<file path="config.mk">
export PLATFORM = sky130hd
export DESIGN_NAME = rx_link_layer
export DESIGN_NICKNAME = d
export VERILOG_FILES = /design/src/rtl/rx_link_layer_pkg.sv /design/src/rtl/decoder_8b10b.sv /design/src/rtl/rx_link_layer.sv
export VERILOG_INCLUDE_DIRS = /design/src /design/src/rtl
export SDC_FILE = /design/constraint.sdc
export NUM_CORES = 1
export LEC_CHECK = 0
export ABC_AREA = 1
export CAP_MARGIN = 20
export CORE_MARGIN = 2
export CORE_UTILIZATION = 54
export CTS_BUF_LIST = sky130_fd_sc_hd__clkbuf_8
export DETAILED_ROUTE_END_ITERATION = 6
export PLACE_DENSITY = 0.92
export SLEW_MARGIN = 40
export SYNTH_ARGS = -nofsm -noshare
export SYNTH_HDL_FRONTEND = slang
export SYNTH_SLANG_ARGS = --single-unit
export TNS_END_PERCENT = 30
</file>
<file path="constraint.sdc">
create_clock -name clk -period 1.32 [get_ports clk]
set_input_delay 0.198 -clock clk [delete_from_list [all_inputs] [get_ports clk]]
set_output_delay 0.198 -clock clk [all_outputs]
set_load 0.1 [all_outputs]
</file>
<file path="src/rtl/jesd204b_defs.vh">
// jesd204b_defs.vh: shared JESD204B control characters and CGS state encodings.
`ifndef JESD204B_DEFS_VH
`define JESD204B_DEFS_VH
`define K28_5 8'hBC
`define K28_0 8'h1C
`define K28_3 8'h7C
`define K28_7 8'hFC
`define CGS_INIT 2'd0
`define CGS_CHECK 2'd1
`define CGS_DATA 2'd2
`endif

</file>
<file path="src/rtl/rx_link_layer_pkg.sv">
// rx_link_layer_pkg: CGS state type, decoded-character record and counter sizing.
`include "jesd204b_defs.vh"
package rx_link_layer_pkg;
  typedef enum logic [1:0] {
    CS_INIT  = `CGS_INIT,
    CS_CHECK = `CGS_CHECK,
    CS_DATA  = `CGS_DATA
  } cgs_state_e;

  typedef struct packed {
    logic [7:0] data;
    logic       k;
    logic       disp_err;
    logic       nit_err;
  } dec_char_t;

  function automatic int cnt_width(input int a, input int b);
    return $clog2((a > b ? a : b) + 1);
  endfunction
endpackage

</file>
<file path="src/rtl/decoder_8b10b.sv">
// decoder_8b10b: 10b->8b decode with running-disparity tracking; outputs registered once.
// i_data is abcdei_fghj with a in bit 9; decoded data is HGFEDCBA.
module decoder_8b10b
  import rx_link_layer_pkg::*;
(
  input  logic       clk,
  input  logic       rst,
  input  logic [9:0] i_data,
  output dec_char_t  o_char
);
  // {valid, EDCBA}; both disparity columns map to the same value
  function automatic logic [5:0] dec6(input logic [5:0] c);
    case (c)
      6'b100111, 6'b011000: dec6 = {1'b1, 5'd0};
      6'b011101, 6'b100010: dec6 = {1'b1, 5'd1};
      6'b101101, 6'b010010: dec6 = {1'b1, 5'd2};
      6'b110001:            dec6 = {1'b1, 5'd3};
      6'b110101, 6'b001010: dec6 = {1'b1, 5'd4};
      6'b101001:            dec6 = {1'b1, 5'd5};
      6'b011001:            dec6 = {1'b1, 5'd6};
      6'b111000, 6'b000111: dec6 = {1'b1, 5'd7};
      6'b111001, 6'b000110: dec6 = {1'b1, 5'd8};
      6'b100101:            dec6 = {1'b1, 5'd9};
      6'b010101:            dec6 = {1'b1, 5'd10};
      6'b110100:            dec6 = {1'b1, 5'd11};
      6'b001101:            dec6 = {1'b1, 5'd12};
      6'b101100:            dec6 = {1'b1, 5'd13};
      6'b011100:            dec6 = {1'b1, 5'd14};
      6'b010111, 6'b101000: dec6 = {1'b1, 5'd15};
      6'b011011, 6'b100100: dec6 = {1'b1, 5'd16};
      6'b100011:            dec6 = {1'b1, 5'd17};
      6'b010011:            dec6 = {1'b1, 5'd18};
      6'b110010:            dec6 = {1'b1, 5'd19};
      6'b001011:            dec6 = {1'b1, 5'd20};
      6'b101010:            dec6 = {1'b1, 5'd21};
      6'b011010:            dec6 = {1'b1, 5'd22};
      6'b111010, 6'b000101: dec6 = {1'b1, 5'd23};
      6'b110011, 6'b001100: dec6 = {1'b1, 5'd24};
      6'b100110:            dec6 = {1'b1, 5'd25};
      6'b010110:            dec6 = {1'b1, 5'd26};
      6'b110110, 6'b001001: dec6 = {1'b1, 5'd27};
      6'b001110:            dec6 = {1'b1, 5'd28};
      6'b101110, 6'b010001: dec6 = {1'b1, 5'd29};
      6'b011110, 6'b100001: dec6 = {1'b1, 5'd30};
      6'b101011, 6'b010100: dec6 = {1'b1, 5'd31};
      6'b001111, 6'b110000: dec6 = {1'b1, 5'd28};
      default:              dec6 = 6'd0;
    endcase
  endfunction

  // {valid, HGF}; includes the alternate x.7 form
  function automatic logic [3:0] dec4(input logic [3:0] c);
    case (c)
      4'b1011, 4'b0100:                   dec4 = {1'b1, 3'd0};
      4'b1001:                            dec4 = {1'b1, 3'd1};
      4'b0101:                            dec4 = {1'b1, 3'd2};
      4'b1100, 4'b0011:                   dec4 = {1'b1, 3'd3};
      4'b1101, 4'b0010:                   dec4 = {1'b1, 3'd4};
      4'b1010:                            dec4 = {1'b1, 3'd5};
      4'b0110:                            dec4 = {1'b1, 3'd6};
      4'b1110, 4'b0001, 4'b0111, 4'b1000: dec4 = {1'b1, 3'd7};
      default:                            dec4 = 4'd0;
    endcase
  endfunction

  logic       rd_q, rd_d, rd6;
  dec_char_t  char_q, char_d;
  logic [5:0] c6, d6;
  logic [3:0] c4, d4;
  logic [2:0] n6, n4;
  logic       k28, k_alt, a7, a7_ok;

  always_comb begin
    c6     = i_data[9:4];
    c4     = i_data[3:0];
    n6     = 3'($countones(c6));
    n4     = 3'($countones(c4));
    k28    = c6 == 6'b001111 || c6 == 6'b110000;
    d6     = dec6(c6);
    d4     = dec4(c6 == 6'b110000 ? ~c4 : c4);
    a7     = c4 == 4'b0111 || c4 == 4'b1000;
    k_alt  = a7 && !k28 && (d6[4:0] inside {5'd23, 5'd27, 5'd29, 5'd30});
    a7_ok  = k28 || k_alt || (d6[4:0] inside {5'd11, 5'd13, 5'd14, 5'd17, 5'd18, 5'd20});
    rd6    = n6 > 3'd3 ? 1'b1 : n6 < 3'd3 ? 1'b0 : rd_q;
    rd_d   = n4 > 3'd2 ? 1'b1 : n4 < 3'd2 ? 1'b0 : rd6;
    char_d.data     = {d4[2:0], d6[4:0]};
    char_d.k        = k28 || k_alt;
    char_d.nit_err  = !d6[5] || !d4[3] || (a7 && !a7_ok);
    char_d.disp_err = (n6 == 3'd4 && rd_q) || (n6 == 3'd2 && !rd_q) ||
                      (c6 == 6'b111000 && rd_q) || (c6 == 6'b000111 && !rd_q) ||
                      (n4 == 3'd3 && rd6) || (n4 == 3'd1 && !rd6) ||
                      (c4 == 4'b1100 && rd6) || (c4 == 4'b0011 && !rd6);
  end

  always_ff @(posedge clk or posedge rst) begin
    if (rst) begin
      rd_q   <= 1'b0;
      char_q <= '0;
    end else begin
      rd_q   <= rd_d;
      char_q <= char_d;
    end
  end

  assign o_char = char_q;
endmodule

</file>
<file path="src/rtl/rx_link_layer.sv">
// rx_link_layer: JESD204B receive code-group sync FSM behind an 8b/10b decoder, 2-cycle latency.
// RX_ERR_CNT_EN adds a saturating errored-character counter on o_err_cnt.
`include "jesd204b_defs.vh"
module rx_link_layer
  import rx_link_layer_pkg::*;
#(
  parameter int K_CNT      = 4,
  parameter int ERR_THRESH = 4
) (
  input  logic        clk,
  input  logic        rst,
  input  logic [9:0]  i_data,
  input  logic        i_resync,
  output logic [7:0]  o_data,
  output logic        o_k,
  output logic        o_vld,
  output logic        o_sync_n,
  output logic        o_ilas_start,
  output logic        o_disp_err,
  output logic        o_nit_err,
  output logic [1:0]  o_cgs_state,
  output logic [15:0] o_err_cnt
);
  localparam int CW = cnt_width(K_CNT, ERR_THRESH);

  dec_char_t     dc, out_q, out_d;
  cgs_state_e    state_q, state_d;
  logic [CW-1:0] cnt_q, cnt_d, cnt_inc;
  logic          err, k285, ilas_hit;
  logic          ilas_seen_q, ilas_seen_d;
  logic          vld_q, vld_d, ilas_q, ilas_d;

  decoder_8b10b u_dec (
    .clk    (clk),
    .rst    (rst),
    .i_data (i_data),
    .o_char (dc)
  );

  // One counter serves both states: good /K/ run in CHECK, errored run in DATA
  always_comb begin
    err      = dc.disp_err | dc.nit_err;
    k285     = dc.k && dc.data == `K28_5 && !err;
    ilas_hit = state_q == CS_DATA && dc.k && dc.data == `K28_0 && !err && !ilas_seen_q;
    cnt_inc  = cnt_q + CW'(1);
    state_d  = state_q;
    cnt_d    = cnt_q;
    case (state_q)
      CS_INIT, CS_CHECK: begin
        state_d = !k285 ? CS_INIT : cnt_inc == CW'(K_CNT) ? CS_DATA : CS_CHECK;
        cnt_d   = state_d == CS_CHECK ? cnt_inc : '0;
      end
      CS_DATA: begin
        state_d = err && cnt_inc == CW'(ERR_THRESH) ? CS_INIT : CS_DATA;
        cnt_d   = err && state_d == CS_DATA ? cnt_inc : '0;
      end
      default: begin
        state_d = CS_INIT;
        cnt_d   = '0;
      end
    endcase
    if (i_resync) begin
      state_d = CS_INIT;
      cnt_d   = '0;
    end
    out_d       = dc;
    vld_d       = state_q == CS_DATA;
    ilas_d      = ilas_hit;
    ilas_seen_d = state_q == CS_DATA && (ilas_seen_q || ilas_hit);
  end

  always_ff @(posedge clk or posedge rst) begin
    if (rst) begin
      state_q     <= CS_INIT;
      cnt_q       <= '0;
      ilas_seen_q <= 1'b0;
      out_q       <= '0;
      vld_q       <= 1'b0;
      ilas_q      <= 1'b0;
    end else begin
      state_q     <= state_d;
      cnt_q       <= cnt_d;
      ilas_seen_q <= ilas_seen_d;
      out_q       <= out_d;
      vld_q       <= vld_d;
      ilas_q      <= ilas_d;
    end
  end

  assign o_data       = out_q.data;
  assign o_k          = out_q.k;
  assign o_disp_err   = out_q.disp_err;
  assign o_nit_err    = out_q.nit_err;
  assign o_vld        = vld_q;
  assign o_ilas_start = ilas_q;
  assign o_cgs_state  = state_q;
  assign o_sync_n     = state_q == CS_DATA;

`ifdef RX_ERR_CNT_EN
  logic [15:0] err_cnt_q, err_cnt_d;

  always_comb err_cnt_d = err && err_cnt_q != 16'hFFFF ? err_cnt_q + 16'd1 : err_cnt_q;

  always_ff @(posedge clk or posedge rst) begin
    if (rst) err_cnt_q <= '0;
    else     err_cnt_q <= err_cnt_d;
  end

  assign o_err_cnt = err_cnt_q;
`else
  assign o_err_cnt = '0;
`endif
endmodule

</file>
==> results.ini <==
[run_status]
run_status = finished with violations
violations = negative setup slack

[critical_path]
reg2reg_slack_ps = -20
slowest_delay_ps = 370
worstPathRequired_ps = 1510
path_cells = buf_8, buf_12, inv_12, ha_4, inv_2, fa_2, inv_2, ha_4, xor2_4, o31ai_4, xor2_1, o2111ai_1
slowest_stage = fa_2
critical_path.max_fanout = 3
worst_r2r_path_depth = 6
arrival_ps = 2040
cp-end-kind = register
critical_path_class = input pin to register
r2r-start = cnt_q[0]
regToRegEndpoint = o_cgs_state[1]
worst_setup_path_start_kind = input pin

[grt]
grt_max_degree = 27
grt_overflow = 0
grt_usage_pct = 31.2
grt_pass1_vias = 2613
grt_pass1_wl_mm = 12.1
grt_antenna_before_repair = 0

[routing]
first_pass_iters = 7
vias = 2671
wl_per_cell_um = 18.5
drc = 0
via_per_inst = 5.99
drt.antenna.violating_nets = 0
wirelength_mm = 8.27
drt_iter0_markers = 233

[timing]
finClkSkew_ps = 4.68
layout_min_cycle_time_ps = 1850
drv_slew = 0
max_freq_ghz = 0.541
setup_viol = 13
fin_ws_ps = -530
rsz0062_at_grt = true
fin_crit_sh_pct = 140
hold_violations = 0
whs_ps = 138

[synthesis]
yosysMostFrequentCell = nand2_1
ys.flop_type = dfrtp_1
syn_inst = 313
yosys-top-cells-count = 69 x nand2_1, 36 x inv_1, 31 x dfrtp_1, 31 x nand3_1, 30 x nor2_1
synth_xor_area_share_pct = 2.57
synthMuxAreaShare_pct = 0
synth_edf_count = 0
synthSimpleGateAreaFrac_pct = 27.8
yosysTopAreaCellShare_pct = 32.5
yosysUniqueCellTypes = 37
ys_seq_area_share_pct = 32.5
yosysTopAreaCell = dfrtp_1
synth_compound_area_share_pct = 9.39
synth_area_per_cell_um2 = 7.62
synth_top_family_by_area = simple AND/OR/NAND/NOR gates
synth_top_cells_by_area = dfrtp_1 33%, ha_1 12%, nand2_1 11%
synth_fa_ha_area_share_pct = 14.1
synth_area_um2 = 2390
synth_seq_cells = 31
yosysWarnings = 0
ys_async_sr_fraction_pct = 100

[pwr]
p_per_area_nw_per_um2 = 1020
ir_drop_v = 0.000702
p_leak_nw = 1.79

[floorplanning]
dieHeight_um = 70.5
placementRows = 24
initial_core_util_pct = 55.6
core_um2 = 4290
die-area_um2 = 4970
io_pins = 45
die_w_um = 70.5

[placement]
io_buffers = 28
pre_cts_ws_ps = -1340
gp_congestion = 0.891
dp_hpwl_mm = 4.71

[clocking]
ctsHoldBuffers = 0
cts_tree = done
clock_sinks = 31
numCtsBuffers = 5
h-tree-depth = 2
insertion_delay_ps = 290
clock_tree.buffer_depth = 2
clk_pin_slew_ps = 60
cts-root-buf = clkbuf_8

[worst_hold_path]
hold_path.class = input pin to asynchronous set/reset pin

[layout]
finish.utilization_pct = 87.2
drive_above_1_share_pct = 42.9
fin_nets = 432
n_antenna_cell = 0
n_fill_cell = 183
area_delta_synth_final_pct = 57.0

[flow_run]
maxCapViolCount = 0

## power breakdown
group          leakage (nW)  internal (W)  total (W)  switching, W
registers             0.382       0.00106    0.00114     0.0000844
logic                  1.36      0.000689    0.00192       0.00123
clock network        0.0470      0.000408   0.000755      0.000347
total                  1.79       0.00216    0.00382       0.00166
## layer usage
metal	track usage, %	routed length [µm]
met3	6.64	727
met5	0	0
met2	56.8	4150
met1	30.3	2570
met4	23.5	826
## worst max-delay path: cells and delay by family
family	cells	cell delay (ps)
XOR/XNOR	2	390
AO/OA/AOI/OAI	2	350
adder cells (fa/ha/maj)	3	770
buffers and inverters	5	330
## metrics by stage
stage | area (µm²) | power (W) | cells | TNS [ps]
final | 3750 | 0.00382 | 446 | -2400
after global routing | 3750 | 0.00394 | 446 | -3270
after CTS | 3610 | 0.00365 | 443 | -1410
after detailed placement | 3280 | 0.00281 | 432 | -12740
after global placement | 3280 | 0.00274 | 432 | -11320
after floorplan | 2570 | 0.00225 | 328 | -4580
## placed cells by master (no fill, tap or decap), drive strengths merged, types with 6 or more instances in the layout
cell type,synthesis,final
ha,22,22
a21oi,9,9
nand3,32,32
buf,22,76
nor2,32,32
o21ai,11,11
xor2,6,6
inv,41,41
conb,1,16
clkbuf,1,6
dfrtp,31,31
nand2,78,78
## area by class of cell
| class | instances | area, µm² | share of cell area, % |
|---|---|---|---|
| Tap cell | 52 | 65.1 | 1.74 |
| Clock inverter | 1 | 5.00 | 0.134 |
| Timing Repair Buffer | 82 | 916 | 24.4 |
| Clock buffer | 6 | 82.6 | 2.20 |
| Inverter | 41 | 191 | 5.11 |
| Sequential cell | 31 | 781 | 20.8 |
| Multi-Input combinational cell | 233 | 1710 | 45.5 |
## worst max path at each step
stage                          from               to  depth (start not counted)
after CTS                 i_data[7]  u_dec.o_char[1]                         10
final                     i_data[6]  u_dec.o_char[1]                         12
after detailed placement  i_data[6]  u_dec.o_char[1]                         10
after floorplan           i_data[6]  u_dec.o_char[1]                         11
after global routing      i_data[4]  u_dec.o_char[0]                         13
after global placement    i_data[6]  u_dec.o_char[1]                         12
## flip-flops by register name (all words and copies together) (netlist names), 2 cells and up
register,cells
u_dec.o_char,11
o_data,8
cnt_q,3
o_cgs_state,2
## cell families after synthesis
group	count (synthesis)
AOI/OAI and AO/OA	35
xor gates and xnor gates	7
adders and majority gates	25
buffers and inverters	64
DFF	31
other	1
and+or+nand+nor	150
## repair_timing
action / 4_1_cts / 5_1_grt
setup buffers: 4 / 3
resized for setup: 86 / 35
pin swaps: 25 / 15
endpoints found under the setup margin: 19 / 18
Note: power is estimated with default switching activity, not from simulation.
